`config.mk`:
```
export PLATFORM = sky130hd
export DESIGN_NAME = mips_cp0_flat
export DESIGN_NICKNAME = d
export VERILOG_FILES = /design/src/rtl/mips_cp0_if.sv /design/src/rtl/mips_cp0.sv /design/src/flat_wrapper.sv
export SDC_FILE = /design/constraint.sdc
export NUM_CORES = 1
export LEC_CHECK = 0
export ABC_AREA = 1
export CAP_MARGIN = 10
export CORE_ASPECT_RATIO = 1.75
export CORE_MARGIN = 2
export CORE_UTILIZATION = 45
export DETAILED_ROUTE_END_ITERATION = 12
export GPL_ROUTABILITY_DRIVEN = 0
export PLACE_DENSITY = 0.95
export RECOVER_POWER = 25
export SLEW_MARGIN = 20
export SYNTH_ARGS = -nofsm -noshare
export SYNTH_HDL_FRONTEND = slang
export SYNTH_SLANG_ARGS = --single-unit
```
`constraint.sdc`:
```
create_clock -name clk -period 2.53 [get_ports clk]
set_clock_uncertainty 0.2 [all_clocks]
set_input_delay 0.3795 -clock clk [delete_from_list [all_inputs] [get_ports clk]]
set_output_delay 0.3795 -clock clk [all_outputs]
set_load 0.01 [all_outputs]
```
`src/rtl/mips_cp0_if.sv`:
```
// Signal bundle between the MIPS pipeline and coprocessor 0.
// The pipeline side drives exception state and mtc0 traffic; CP0 returns the request, EPC and read data.
interface mips_cp0_if;
  logic [31:0] instr;
  logic [4:0]  A1;
  logic [4:0]  A2;
  logic [31:0] din;
  logic [31:0] PC;
  logic [4:0]  ExcCode;
  logic [5:0]  HWInt;
  logic        WE;
  logic        EXLSet;
  logic        EXLClr;
  logic        IntReq;
  logic [31:0] EPC;
  logic [31:0] dout;

  modport master (
    output instr, A1, A2, din, PC, ExcCode, HWInt, WE, EXLSet, EXLClr,
    input  IntReq, EPC, dout
  );

  modport slave (
    input  instr, A1, A2, din, PC, ExcCode, HWInt, WE, EXLSet, EXLClr,
    output IntReq, EPC, dout
  );
endinterface

```
`src/rtl/mips_cp0.sv`:
```
// Coprocessor 0: SR/Cause/EPC/PRId, interrupt and exception request, and the mfc0/mtc0 port.
// Exception entry takes priority over eret and over any coincident mtc0.
module mips_cp0 (
  input logic        clk,
  input logic        reset,
  mips_cp0_if.slave  cp0
);
  localparam logic [31:0] PRID = 32'h2018_1202;

  logic [5:0]  r_im;
  logic        r_exl;
  logic        r_ie;
  logic        r_bd;
  logic [5:0]  r_ip;
  logic [4:0]  r_exccode;
  logic [31:0] r_epc;

  logic [5:0]  w_op;
  logic [5:0]  w_funct;
  logic        w_bd_now;
  logic        w_interrupt;
  logic        w_exception;
  logic [31:0] w_sr;
  logic [31:0] w_cause;
  logic [31:0] w_pc_aligned;
  logic        w_unused;

  assign w_op         = cp0.instr[31:26];
  assign w_funct      = cp0.instr[5:0];
  assign w_pc_aligned = {cp0.PC[31:2], 2'b00};
  assign w_unused     = ^{cp0.instr[25:6], cp0.PC[1:0]};

  // The write-back instruction is a branch or jump, so the faulting one sits in its delay slot.
  always_comb begin
    w_bd_now = 1'b0;
    case (w_op)
      6'h01, 6'h02, 6'h03, 6'h04, 6'h05, 6'h06, 6'h07: w_bd_now = 1'b1;
      6'h00: w_bd_now = (w_funct == 6'h08) || (w_funct == 6'h09);
      default: w_bd_now = 1'b0;
    endcase
  end

  assign w_interrupt = (|(cp0.HWInt & r_im)) & r_ie & ~r_exl;
  assign w_exception = (cp0.ExcCode != 5'd0) & ~r_exl;
  assign cp0.IntReq  = ~reset & (w_interrupt | w_exception);

  assign w_sr    = {16'd0, r_im, 8'd0, r_exl, r_ie};
  assign w_cause = {r_bd, 15'd0, r_ip, 3'd0, r_exccode, 2'd0};

  assign cp0.EPC = reset ? 32'd0 : r_epc;

  always_comb begin
    cp0.dout = 32'd0;
    if (reset) begin
      cp0.dout = (cp0.A1 == 5'd15) ? PRID : 32'd0;
    end else begin
      case (cp0.A1)
        5'd12:   cp0.dout = w_sr;
        5'd13:   cp0.dout = w_cause;
        5'd14:   cp0.dout = r_epc;
        5'd15:   cp0.dout = PRID;
        default: cp0.dout = 32'd0;
      endcase
    end
  end

  always_ff @(posedge clk) begin
    if (reset) begin
      r_im      <= 6'd0;
      r_exl     <= 1'b0;
      r_ie      <= 1'b0;
      r_bd      <= 1'b0;
      r_ip      <= 6'd0;
      r_exccode <= 5'd0;
      r_epc     <= 32'd0;
    end else begin
      r_ip <= cp0.HWInt;
      if (cp0.EXLSet) begin
        r_exl     <= 1'b1;
        r_bd      <= w_bd_now;
        r_exccode <= w_interrupt ? 5'd0 : cp0.ExcCode;
        r_epc     <= w_bd_now ? (w_pc_aligned - 32'd4) : w_pc_aligned;
      end else begin
        if (cp0.EXLClr) begin
          r_exl <= 1'b0;
        end
        if (cp0.WE && (cp0.A2 == 5'd12)) begin
          r_im  <= cp0.din[15:10];
          r_exl <= cp0.din[1];
          r_ie  <= cp0.din[0];
        end
        if (cp0.WE && (cp0.A2 == 5'd14)) begin
          r_epc <= {cp0.din[31:2], 2'b00};
        end
      end
    end
  end
endmodule

```
`src/flat_wrapper.sv`:
```
// flat-port wrapper written by rule: the top's interface ports become plain ports
module mips_cp0_flat 
  (clk, reset, cp0_instr, cp0_A1, cp0_A2, cp0_din, cp0_PC, cp0_ExcCode, cp0_HWInt, cp0_WE, cp0_EXLSet, cp0_EXLClr, cp0_IntReq, cp0_EPC, cp0_dout);
  mips_cp0_if cp0_i ();
  input logic clk;
  input logic reset;
  input wire logic [$bits(cp0_i.instr)-1:0] cp0_instr;
  input wire logic [$bits(cp0_i.A1)-1:0] cp0_A1;
  input wire logic [$bits(cp0_i.A2)-1:0] cp0_A2;
  input wire logic [$bits(cp0_i.din)-1:0] cp0_din;
  input wire logic [$bits(cp0_i.PC)-1:0] cp0_PC;
  input wire logic [$bits(cp0_i.ExcCode)-1:0] cp0_ExcCode;
  input wire logic [$bits(cp0_i.HWInt)-1:0] cp0_HWInt;
  input wire logic [$bits(cp0_i.WE)-1:0] cp0_WE;
  input wire logic [$bits(cp0_i.EXLSet)-1:0] cp0_EXLSet;
  input wire logic [$bits(cp0_i.EXLClr)-1:0] cp0_EXLClr;
  output wire logic [$bits(cp0_i.IntReq)-1:0] cp0_IntReq;
  output wire logic [$bits(cp0_i.EPC)-1:0] cp0_EPC;
  output wire logic [$bits(cp0_i.dout)-1:0] cp0_dout;
  assign cp0_i.instr = cp0_instr;
  assign cp0_i.A1 = cp0_A1;
  assign cp0_i.A2 = cp0_A2;
  assign cp0_i.din = cp0_din;
  assign cp0_i.PC = cp0_PC;
  assign cp0_i.ExcCode = cp0_ExcCode;
  assign cp0_i.HWInt = cp0_HWInt;
  assign cp0_i.WE = cp0_WE;
  assign cp0_i.EXLSet = cp0_EXLSet;
  assign cp0_i.EXLClr = cp0_EXLClr;
  assign cp0_IntReq = cp0_i.IntReq;
  assign cp0_EPC = cp0_i.EPC;
  assign cp0_dout = cp0_i.dout;
  mips_cp0 u_core (.clk(clk), .reset(reset), .cp0(cp0_i));
endmodule
```
## Word level (Yosys, flattened, before mapping)

Cells that the tools add are included.

| word-level totals | value |
|---|---|
| register bits | 52 |
| input port bits | 122 |
| output and inout bits | 65 |

| operators by class | value |
|---|---|
| $add $sub $neg | 1 |
| eq/ne operators | 15 |
| multiplexer cells | 12 |
| bitwise logic cells | 9 |
| reductions and logical operators | 10 |

Operators with widths:

| kind | number |
|---|---|
| two-way mux 32 bit | 5 |
| one-hot mux 32 bit (4 select lines) | 1 |
| subtractor 32 x 3 -> 32 bit (second input constant) | 1 |
| equality test 5 x 4 -> 1 bit (second input constant) | 6 |
| two-way mux 30 bit | 1 |
| equality test 6 x 3 -> 1 bit (second input constant) | 4 |
| equality test 6 x 2 -> 1 bit (second input constant) | 2 |
| equality test 6 x 4 -> 1 bit (second input constant) | 2 |
| OR reduction 7 bit | 1 |
| bitwise AND 6 bit | 1 |
| equality test 6 x 1 -> 1 bit (second input constant) | 1 |
| zero test 6 bit | 1 |
| OR reduction 6 bit | 1 |
| two-way mux 5 bit | 1 |
| nonzero test 5 bit | 1 |
| bitwise AND 1 bit | 4 |
| two-way mux 1 bit | 3 |
| NOT 1 bit | 3 |
| nonzero test 3 bit | 1 |
| logical AND 1 bit | 2 |
| one-hot mux 1 bit (2 select lines) | 1 |
| AND reduction 2 bit | 1 |
| nonzero test 2 bit | 1 |
| logical OR 1 bit | 1 |
| OR 1 bit | 1 |

## Longest topological paths before layout

| logic depth | value |
|---|---|
| word-level depth | 6 |
| mapped depth | 12 |

## Worst setup path before layout

OpenSTA, ideal clock, no wires.

| timing path | value |
|---|---|
| path type | input to output |
| start | input cp0_A1[3] |
| end | output cp0_dout[18] |
| arrival time | 1313 ps |
| data required time | 1951 ps |
| path slack | 637 ps |
| stages | 5 |
| buffers on the path | 1 |
| path through | nand2_1 > nor2_2 > nand2_1 > buf_2 > nor3_1 |

| between the ends | value |
|---|---|
| cells in the longest elaborated chain, start to end | 3 |
| elaborated cells between the ends (all ways) | 6 |
| those cells by class | eq/ne: 4; mux: 2 |

RTL lines:

| item | line | source |
|---|---|---|
| start, declared | flat_wrapper.sv:8 | `input wire logic [$bits(cp0_i.A1)-1:0] cp0_A1;` |
| equality test 5 x 4 -> 1 bit | mips_cp0.sv:57 | `case (cp0.A1)` |
| one-hot mux 32 bit (4 select lines) (*) | mips_cp0.sv:57 |  |
| two-way mux 32 bit (*) | mips_cp0.sv:54 | `if (reset) begin` |
| end, declared | flat_wrapper.sv:19 | `output wire logic [$bits(cp0_i.dout)-1:0] cp0_dout;` |

Every way passes the cells marked *; elsewhere a longest branch is shown, timed or not.

## Final worst setup path

| timing path | value |
|---|---|
| start | input cp0_A1[3] |
| end | output cp0_dout[10] |

The elaborated chain is that of the path after synthesis.

==> results.cfg <==
[routing]
vias_per_cell = 5.22
drtPass1Iterations = 4
drtIter0Drc = 307
vias = 4776
wl_per_cell_um = 14.6
drc = 0
wirelength_mm = 13.4
ant_nets = 0

[timing]
tns_ns = -0.0710
fin_crit_ns = 2.58
slew-limit-headroom_pct = 59.6
drv_slew = 0
clock.fmax_mhz = 388
worst_slew_pin_slew_ns = 0.606
fin_crit_sh_pct = 102
rsz0062_at_grt = yes
fin_hold_ws_ns = 0.286
setup_viol = 2
hold_viol = 0
layout_setup_ws_ns = -0.0468

[clock_tree]
clk_latency_ns = 0.30
cts_made_buffers = 5
clockBufferDepth = 2
htree_levels = 2
tritoncts = yes
clock_sinks = 50
cts_root_buf = clkbuf_16
cts.reportedPaths.clkPinSlew_ns = 0.06

[pwr]
power.leakage_nw = 2.81
powerDensity_nw_per_um2 = 380
p_int_mw = 1.57
ir_drop_mv = 0.352
p_sw_mw = 0.613
p_clk_share_pct = 35.1
seqPwrFrac_pct = 39.1
p_comb_share_pct = 25.8
swShare_pct = 28.1

[logic_synthesis]
avgSynthCellArea_um2 = 5.80
ys_seq_elements = 50
syn_area_um2 = 3820
yosys_warnings = 0
ys_types = 46
seq_area_frac_synth_pct = 26.2
synth_cells = 659

[finish]
finalNonFillerCells = 915
drive_gt1_share_pct = 9.14
syn_to_final_growth_pct = 49.9
fin_nets = 943

[place]
dpl.cell_count = 905
pre_cts_slack_ns = -0.278
port_buffers = 161
dp_hpwl_mm = 10.5

[grt]
grt_max_degree = 64
grt_pass1_vias = 4634
overflow = 0
grt_pass1_wl_mm = 21.0
antenna_found_initial = 2
grt.total_usage_pct = 28.7

[worst_setup_path]
cp.arrival_ns = 2.00
crit_family = buffers and inverters
cp_num_buf_inv = 4
max_stage_delay_ns = 0.51
cp_max_fo = 9
endpoint_kind = output pin
path_cells = clkdlybuf4s50_1 -> nand2_2 -> nor2_4 -> nand2_2 -> buf_4 -> o221ai_1 -> nand2_1 -> inv_1 -> dlygate4sd2_1
cp_data_required_time_ns = 1.95
crit_top_cell = nand2_2
critical_path_class = input pin to output pin
cp-start-kind = input pin
crit_slowest_cell = clkdlybuf4s50_1

[outcome]
violations = setup timing
outcome = finished, violations left

[floorplanning]
start_util_pct = 46.3
io_pins = 187
die-area_um2 = 9280
die_height_um = 126
core-area_um2 = 8260
die_w_um = 73.7
rows = 44

[hold_path]
hp-class = input pin to flip-flop

[job]
max-cap-violations = 0
[metrics by stage]
stage               area (um2)  power, mW  utilization [%]
CTS                       5690       2.18             68.9
global placement          5560       1.41             67.3
finish                    5730       2.18             69.4
floorplan                 3830       1.12                -
detailed placement        5560       1.42             67.3
global route              5730       2.27             69.4
[synthesized netlist by cell type (all sizes together)]
cell	count	share of area [%]
nor4	1	0.16
ha	1	0.33
nand3	40	5.7
o21bai	1	0.20
xnor2	2	0.46
o31ai	1	0.20
nor3	21	3.2
o41ai	1	0.23
a31oi	4	0.65
nor2	149	17
inv	88	8.7
o22ai	2	0.33
xor2	11	2.5
nor3b	1	0.20
nand2	189	20
a21oi	21	2.7
o221ai	6	1.4
o21ai	22	2.9
or3	1	0.16
nand4	7	1.1
o211ai	3	0.59
nand3b	2	0.39
clkbuf	12	1.4
buf	15	2.3
conb	1	0.098
clkinv	1	0.098
dfxtp	50	26
a211oi	5	0.98
or2	1	0.16
[cell families after synthesis]
logic type	count (synthesis)	share of synthesized area (%)
AOI/OAI and AO/OA	66	10.2
xor gates and xnor gates	13	2.98
adders and majority gates	1	0.327
buffers and inverters	116	12.5
DFF	50	26.2
other	1	0.0980
and+or+nand+nor	412	47.8
[sequential cells by signal, summed over array words and instances (netlist names)]
register and count:
u_core.r_epc 30, u_core.r_im 6, u_core.r_ip 6, u_core.r_exccode 5, u_core.r_bd 1, u_core.r_exl 1, u_core.r_ie 1
[final cells by class]
type                    instances  area [um2]
fillers                       647        2520
well taps                      92         115
flip-flops and latches         50        1000
diodes                          2        5.00
clock inverters                 3        40.0
multi-input cells             494        2400
inverters                      89         337
clock buffers                   5         125
repair buffers                180        1720
[cell usage in the layout, fill, tap and decap left out, drive strengths merged, types with 2 or more instances in the layout]
| master | instances |
|---|---|
| dlygate4sd2 | 25 |
| nand2 | 189 |
| dlygate4sd3 | 13 |
| a211oi | 5 |
| clkdlybuf4s50 | 112 |
| nand3 | 40 |
| clkbuf | 10 |
| xnor2 | 2 |
| inv | 88 |
| a21oi | 21 |
| dfxtp | 50 |
| conb | 2 |
| buf | 19 |
| o221ai | 6 |
| a31oi | 4 |
| nor2 | 149 |
| dlymetal6s2s | 5 |
| xor2 | 11 |
| nor3 | 21 |
| o21ai | 22 |
| o211ai | 3 |
| nand3b | 2 |
| nand4 | 7 |
| clkinv | 3 |
| o22ai | 2 |
| diode | 2 |
[worst min-delay path: cells and delay by family]
kind	cells	cell delay [ns]
buffers and inverters	1	0.18
and+or+nand+nor	3	0.18
[timing repair]
| item | 4_1_cts | 5_1_grt |
|---|---|---|
| endpoints found under the setup margin | 33 | 12 |
| buffers inserted | 0 | 0 |
| hold buffers | 0 | 0 |
| pin swaps | 0 | 1 |
| cloned | 0 | 0 |
| resized for setup | 30 | 23 |
[worst paths after layout]
path / startpoint / to / slack [ns] / depth (start not counted)
setup / recovery: cp0_A1[3] / cp0_dout[10] / -0.05 / 9
hold / removal: reset / u_core.r_epc[26] / 0.29 / 4
setup reg to reg: u_core.r_im[4] / u_core.r_exccode[2] / 1.00 / 8
hold reg to reg: u_core.r_ie / u_core.r_ie / 0.29 / 2
[power groups by stage]
stage	Combinational, mW	Clock (mW)	Sequential, mW
after global routing	0.615	0.796	0.855
after global placement	0.546	0	0.867
final	0.562	0.766	0.852
after floorplan	0.257	0	0.865
after detailed placement	0.555	0	0.869
after CTS	0.556	0.769	0.852
[metal layers]
| layer | track usage, % | vias to the layer above | share of wire, % |
|---|---|---|---|
| li1 | - | 2378 | - |
| met1 | 29.5 | 2121 | 34 |
| met2 | 50.8 | 216 | 54 |
| met3 | 4.16 | 61 | 6.4 |
| met4 | 19.9 | 0 | 5.8 |
| met5 | 0 | - | 0 |
Power figures use the tool's default switching activity.
==> edit 1: new RTL, config.mk and constraints unchanged <==
Reset style: asynchronous (`reset`), changed in one clocked block.
--- a/src/rtl/mips_cp0.sv
+++ b/src/rtl/mips_cp0.sv
@@ -65,5 +65,5 @@
   end
 
-  always_ff @(posedge clk) begin
+  always_ff @(posedge clk or posedge reset) begin
     if (reset) begin
       r_im      <= 6'd0;
Formal check against the unedited RTL: same outputs for any inputs over 10 cycles, from zero or initial values and one cycle with reset high; that may be too few to reach the edited logic, so the function may still have changed.
==> edit 1 against the original RTL <==
- design area increased by 5.3%
- worst hold slack lost 0.056 ns
- sequential cell count stayed put
- maximum frequency grew 3.6%
- area after synthesis up 6.4%
- power up 4.3%
- routed wire length grew 2.6%
- worst setup slack better by 0.089 ns
- critical path type unchanged
==> edit 1: results (changes against the original RTL) <==
Leakage - 3.02 nW (+7.7%)
number of global-route vias before repair - 4764 (+2.8%)
worst reg2reg path startpoint - u_core.r_im[4]
initial drt markers - 412 (+34%)
global-route wire length before repair - 22400 um (+6.7%)
clk_lat worst skew - 0.28 ns (-0.02 ns)
hold_ws - 0.229 ns (-0.0564 ns)
worst reg-to-reg path cell count - 8 (unchanged)
Arrival @ worst endpoint - 1.91 ns (-0.09 ns)
hpwl dp - 11100 um (+5.7%)
GR Util All Layers - 28.3% (-0.39 points)
Distinct cells, synth - 41 (-11%)
nets - 947 (+0.42%)
detailed-route vias per instance - 5.14 (-1.4%)
Post-Syn Instances - 654 (-0.76%)
pin count of the biggest net entering global routing - 40 (-38%)
Port Buffers - 161 (unchanged)
First-pass DRT Iterations - 5 (+1)
CTS Buf Count - 5 (unchanged)
warning count from the yosys run - 0 (unchanged)
Max Root-Sink Buffers - 2 (unchanged)
dominant synthesized flop cell - dfrtp_1
R2R Setup Slk - 1.01 ns
Synth area leaders - dfrtp_1 31%, nand2_1 20%, inv_1 8.7%, nand3_1 7.6%, nor2_1 6.5%
top cells by count, synth - 215 x nand2_1, 94 x inv_1, 70 x nor2_1
Worst Path Max Fanout - 3 (-6)
ys async rst share - 100% (+100 points)
worst slack, placed - -0.280 ns (-0.00162 ns)
Crit-path slowest cell - clkdlybuf4s50_1
proportion of layout cells with a drive suffix above 1 - 11.9% (+2.7 points)
Worst-path clk slew - 0.06 ns (about the same)
Seq/Total Area, Yosys - 30.7% (+4.6 points)
placed insts - 933 (+3.1%)
worst slew pin tran - 0.945 ns (+0.339 ns)
worst min-delay path class - in -> async
outcome - completed
DR vias - 4851 (+1.6%)
worst reg2reg endpoint - u_core.r_exccode[4]
largest registers - u_core.r_epc x30, u_core.r_im x6, u_core.r_ip x6
peak supply drop - 300 uV (-15%)
min cycle time layout - 2.49 ns (-0.0886 ns)
CTS root buffer - clkbuf_16
Max H-tree Level - 2 (unchanged)
Critical Path Max Stage Delay - 0.53 ns (+0.02 ns)
drt total wl - 13700 um (+2.6%)
filler instances - 717 (+11%)
initial antenna violation count - 1 (-1)
[edit 1: changes by cell type in the layout (fill, tap and decap cells not counted), sizes merged, moves of 7 or more]
cell | before | now
nand2 | 189 | 225
dlygate4sd3 | 13 | 6
dfxtp | 50 | 0
nor2 | 149 | 96
inv | 88 | 95
dlygate4sd2 | 25 | 18
a21oi | 21 | 11
dfrtp | 0 | 50
clkdlybuf4s50 | 112 | 122
nand3 | 40 | 64
xor2 | 11 | 4
clkbuf | 10 | 17
[edit 1: metrics by stage]
| step | setup TNS (ns) | instance area, um2 |
|---|---|---|
| after floorplan | 0 | 4080 |
| after global placement | -4.83 | 5920 |
| after detailed placement | -5.07 | 5920 |
| after CTS | 0 | 6050 |
| after global routing | -0.0421 | 6040 |
| final | 0 | 6040 |
[edit 1: kinds of logic after synthesis]
family                     after synthesis  share of synthesized area (%)
AOI/OAI and AO/OA                       55                           8.14
xor gates and xnor gates                 7                           1.51
adders and majority gates                1                          0.307
buffers and inverters                  121                           12.0
DFF                                     50                           30.7
muxes                                    3                          0.830
other                                    1                         0.0921
and+or+nand+nor                        416                           46.4
[edit 1: metal layers]
layer  GRT usage, %  wire length (um)  vias up
met1           30.1              4760     2159
met5              0                 0        -
met4           18.8               930        0
met2           52.9              7320      250
li1               -                 -     2377
met3           3.04               697       65
[edit 1: worst max-delay path, delay by kind of cell]
kind	cells	cell delay, ns
buffers and inverters	3	1.17
and+or+nand+nor	4	0.35
[edit 1: worst max-delay path by stage]
stage / startpoint / to / slack (ns)
after floorplan: reset / cp0_dout[12] / 0.29
after global placement: cp0_A1[3] / cp0_dout[14] / -0.27
final: cp0_A1[3] / cp0_dout[29] / 0.04
after detailed placement: cp0_A1[3] / cp0_dout[11] / -0.28
after global routing: cp0_A1[2] / cp0_dout[13] / -0.02
after CTS: cp0_A1[3] / cp0_dout[19] / 0.02
[edit 1: power by group]
part	internal (mW)	switching [mW]
registers	0.881	0.0465
logic	0.329	0.354
clock network	0.392	0.271
total	1.60	0.672
[edit 1: layout make-up]
cell class,count,area share [%]
Timing Repair Buffer,186,29.2
Antenna cell,1,0.0415
Tap cell,117,2.43
Sequential cell,50,20.7
Multi-Input combinational cell,484,39.1
Clock inverter,1,0.0829
Inverter,97,6.05
Clock buffer,7,2.36
[edit 1: what timing repair did]
action	CTS	global route
resized for setup	36	27
pin swaps	1	0
cloned	0	0
endpoints found under the setup margin	36	17
endpoints found under the hold margin	0	0
setup buffers	0	1
==> edit 2: new RTL, same flow settings <==
Made on the original files. Register the output `cp0.IntReq`, without a reset; this adds one clock of latency there.
--- a/src/rtl/mips_cp0.sv
+++ b/src/rtl/mips_cp0.sv
@@ -43,5 +43,7 @@
   assign w_interrupt = (|(cp0.HWInt & r_im)) & r_ie & ~r_exl;
   assign w_exception = (cp0.ExcCode != 5'd0) & ~r_exl;
-  assign cp0.IntReq  = ~reset & (w_interrupt | w_exception);
+  always_ff @(posedge clk) begin
+    cp0.IntReq <= ~reset & (w_interrupt | w_exception);
+  end
 
   assign w_sr    = {16'd0, r_im, 8'd0, r_exl, r_ie};
Behaviour: not the same (a bounded check fails within 4 cycles, from zero or initial values and one cycle with reset high).
==> edit 2 against the original RTL <==
- first-iteration DRC count grew 16%
- global-route usage shrank 1.1 points
- design area shrank 1.7%
- routed wire length shrank 3.2%
- largest power group unchanged
- worst setup slack gained 0.058 ns
- power shrank 4.1%
- critical path type unchanged
- sequential cell count grew 1
- clock power shrank 13%
- sequential share of layout area grew 0.66 points
- critical path depth is the same
- maximum frequency grew 2.3%
- area after synthesis shrank 0.16%
- synthesized cell count shrank 0.30%
- worst hold slack lost 0.0068 ns
==> edit 2: results (changes against the original RTL) <==
outcome - completed
Antenna Nets Post-Route - 0 (unchanged)
GR Util All Layers - 27.6% (-1.1 points)
worst min-delay path class - reg -> reg
placed cell area - 5570 um2 (+0.27%)
largest registers - u_core.r_epc x30, u_core.r_im x6, u_core.r_ip x6
Final Hold Viols - 0 (unchanged)
area share of xor/xnor cells in the synthesized design - 2.75% (-0.22 points)
post-synthesis adder-cell area fraction - 0.328% (+0.00054 points)
worst slew pin tran - 0.710 ns (+0.104 ns)
initial antenna violation count - 0 (-2)
ant diodes - 0 (-2)
pin count of the biggest net entering global routing - 65 (+1.6%)
Max Root-Sink Buffers - 2 (unchanged)
Worst Path Max Fanout - 7 (-2)
R2R Setup Slk - 1.04 ns (+0.04 ns)
min cycle time layout - 2.52 ns (-0.0584 ns)
Seq/Total Area, Yosys - 26.7% (+0.57 points)
clk_lat worst skew - 0.29 ns
warning count from the yosys run - 0 (unchanged)
Synth Area in Compound Gates - 10.1% (-0.049 points)
worst slack, placed - -0.392 ns (-0.114 ns)
CTS root buffer - clkbuf_16
ys async rst share - 0% (unchanged)
Max H-tree Level - 2 (unchanged)
number of global-route vias before repair - 4402 (-5.0%)
nets - 943 (unchanged)
drt total wl - 12900 um (-3.2%)
peak supply drop - 275 uV (-22%)
Leakage - 2.65 nW (-5.7%)
hold_ws - 0.279 ns (-0.00679 ns)
First-pass DRT Iterations - 7 (+3)
DR vias - 4716 (-1.3%)
Distinct cells, synth - 44 (-4.3%)
Arrival @ worst endpoint - 1.94 ns (-0.06 ns)
hpwl dp - 10300 um (-2.0%)
mux contribution to synthesized area - 0% (unchanged)
Port Buffers - 161 (unchanged)
dominant synthesized flop cell - dfxtp_1
initial drt markers - 357 (+16%)
CTS Buf Count - 5 (unchanged)
proportion of layout cells with a drive suffix above 1 - 11.4% (+2.3 points)
global-route wire length before repair - 20000 um (-4.9%)
top cells by count, synth - 178 x nand2_1, 138 x nor2_1, 85 x inv_1
Synth area leaders - dfxtp_1 27%, nand2_1 17%, nor2_1 14%, inv_1 8.4%, nand3_1 4.3%
Worst-path clk slew - 0.07 ns
-- edit 2: cell types whose count changed after synthesis, moves of 2 or more --
cell,change
buf_2,+4
o211ai_1,+2
inv_1,+2
nand3_1,-5
nor3_1,-5
buf_1,-3
nand2_1,-2
nor2_1,+7
-- edit 2: power breakdown --
group	switching (mW)	total (mW)	internal [mW]	leakage [nW]
logic	0.282	0.551	0.270	2.16
registers	0.0187	0.872	0.853	0.421
clock network	0.301	0.666	0.366	0.0669
total	0.601	2.09	1.49	2.65
-- edit 2: logic make-up after synthesis --
family,after synthesis
DFF,51
other,1
AOI/OAI and AO/OA,66
buffers and inverters,117
xor gates and xnor gates,12
adders and majority gates,1
and+or+nand+nor,409
-- edit 2: timing repair --
item / CTS / global route
endpoints found under the hold margin: 0 / 0
setup buffers: 0 / 1
endpoints found under the setup margin: 32 / 25
resized for setup: 53 / 46
hold buffers: 0 / 0
pin swaps: 2 / 1
-- edit 2: worst paths after layout --
| check | from | to | cells after the start |
|---|---|---|---|
| worst min-delay path | u_core.r_ie | u_core.r_ie | 2 |
| worst min register to register | u_core.r_ie | u_core.r_ie | 2 |
| worst max-delay path | cp0_A1[1] | cp0_dout[14] | 9 |
| worst max register to register | u_core.r_im[4] | u_core.r_exccode[2] | 7 |
-- edit 2: critical path: stages --
cell and delay (ns):
clkdlybuf4s50_1 0.48, inv_1 0.04, or2_2 0.31, inv_4 0.09
nand2_4 0.09, o221ai_1 0.16, nand2_1 0.08, inv_1 0.08
clkdlybuf4s15_1 0.24
-- edit 2: final cells by class --
type / instances / area, um2
fillers: 672 / 2620
repair buffers: 182 / 1670
clock buffers: 6 / 129
inverters: 90 / 343
well taps: 92 / 115
flip-flops and latches: 51 / 1020
clock inverters: 2 / 12.5
multi-input cells: 490 / 2350
-- edit 2: metal layers --
metal  vias up  part of all wire (%)  wire, um  track usage (%)
li1       2364                     -         -                -
met1      2072                    36      4690             30.3
met2       225                    53      6870             48.2
met3        55                   4.6       593             3.12
met4         0                   6.0       780             17.5
met5         -                     0         0                0
-- edit 2: through the flow --
step | cells | power [mW] | utilization, %
6_report | 913 | 2.09 | 68.2
5_1_grt | 913 | 2.17 | 68.2
4_1_cts | 912 | 2.09 | 69.0
3_5_place_dp | 904 | 1.43 | 67.5
3_3_place_gp | 904 | 1.42 | 67.5
2_1_floorplan | 658 | 1.13 | -
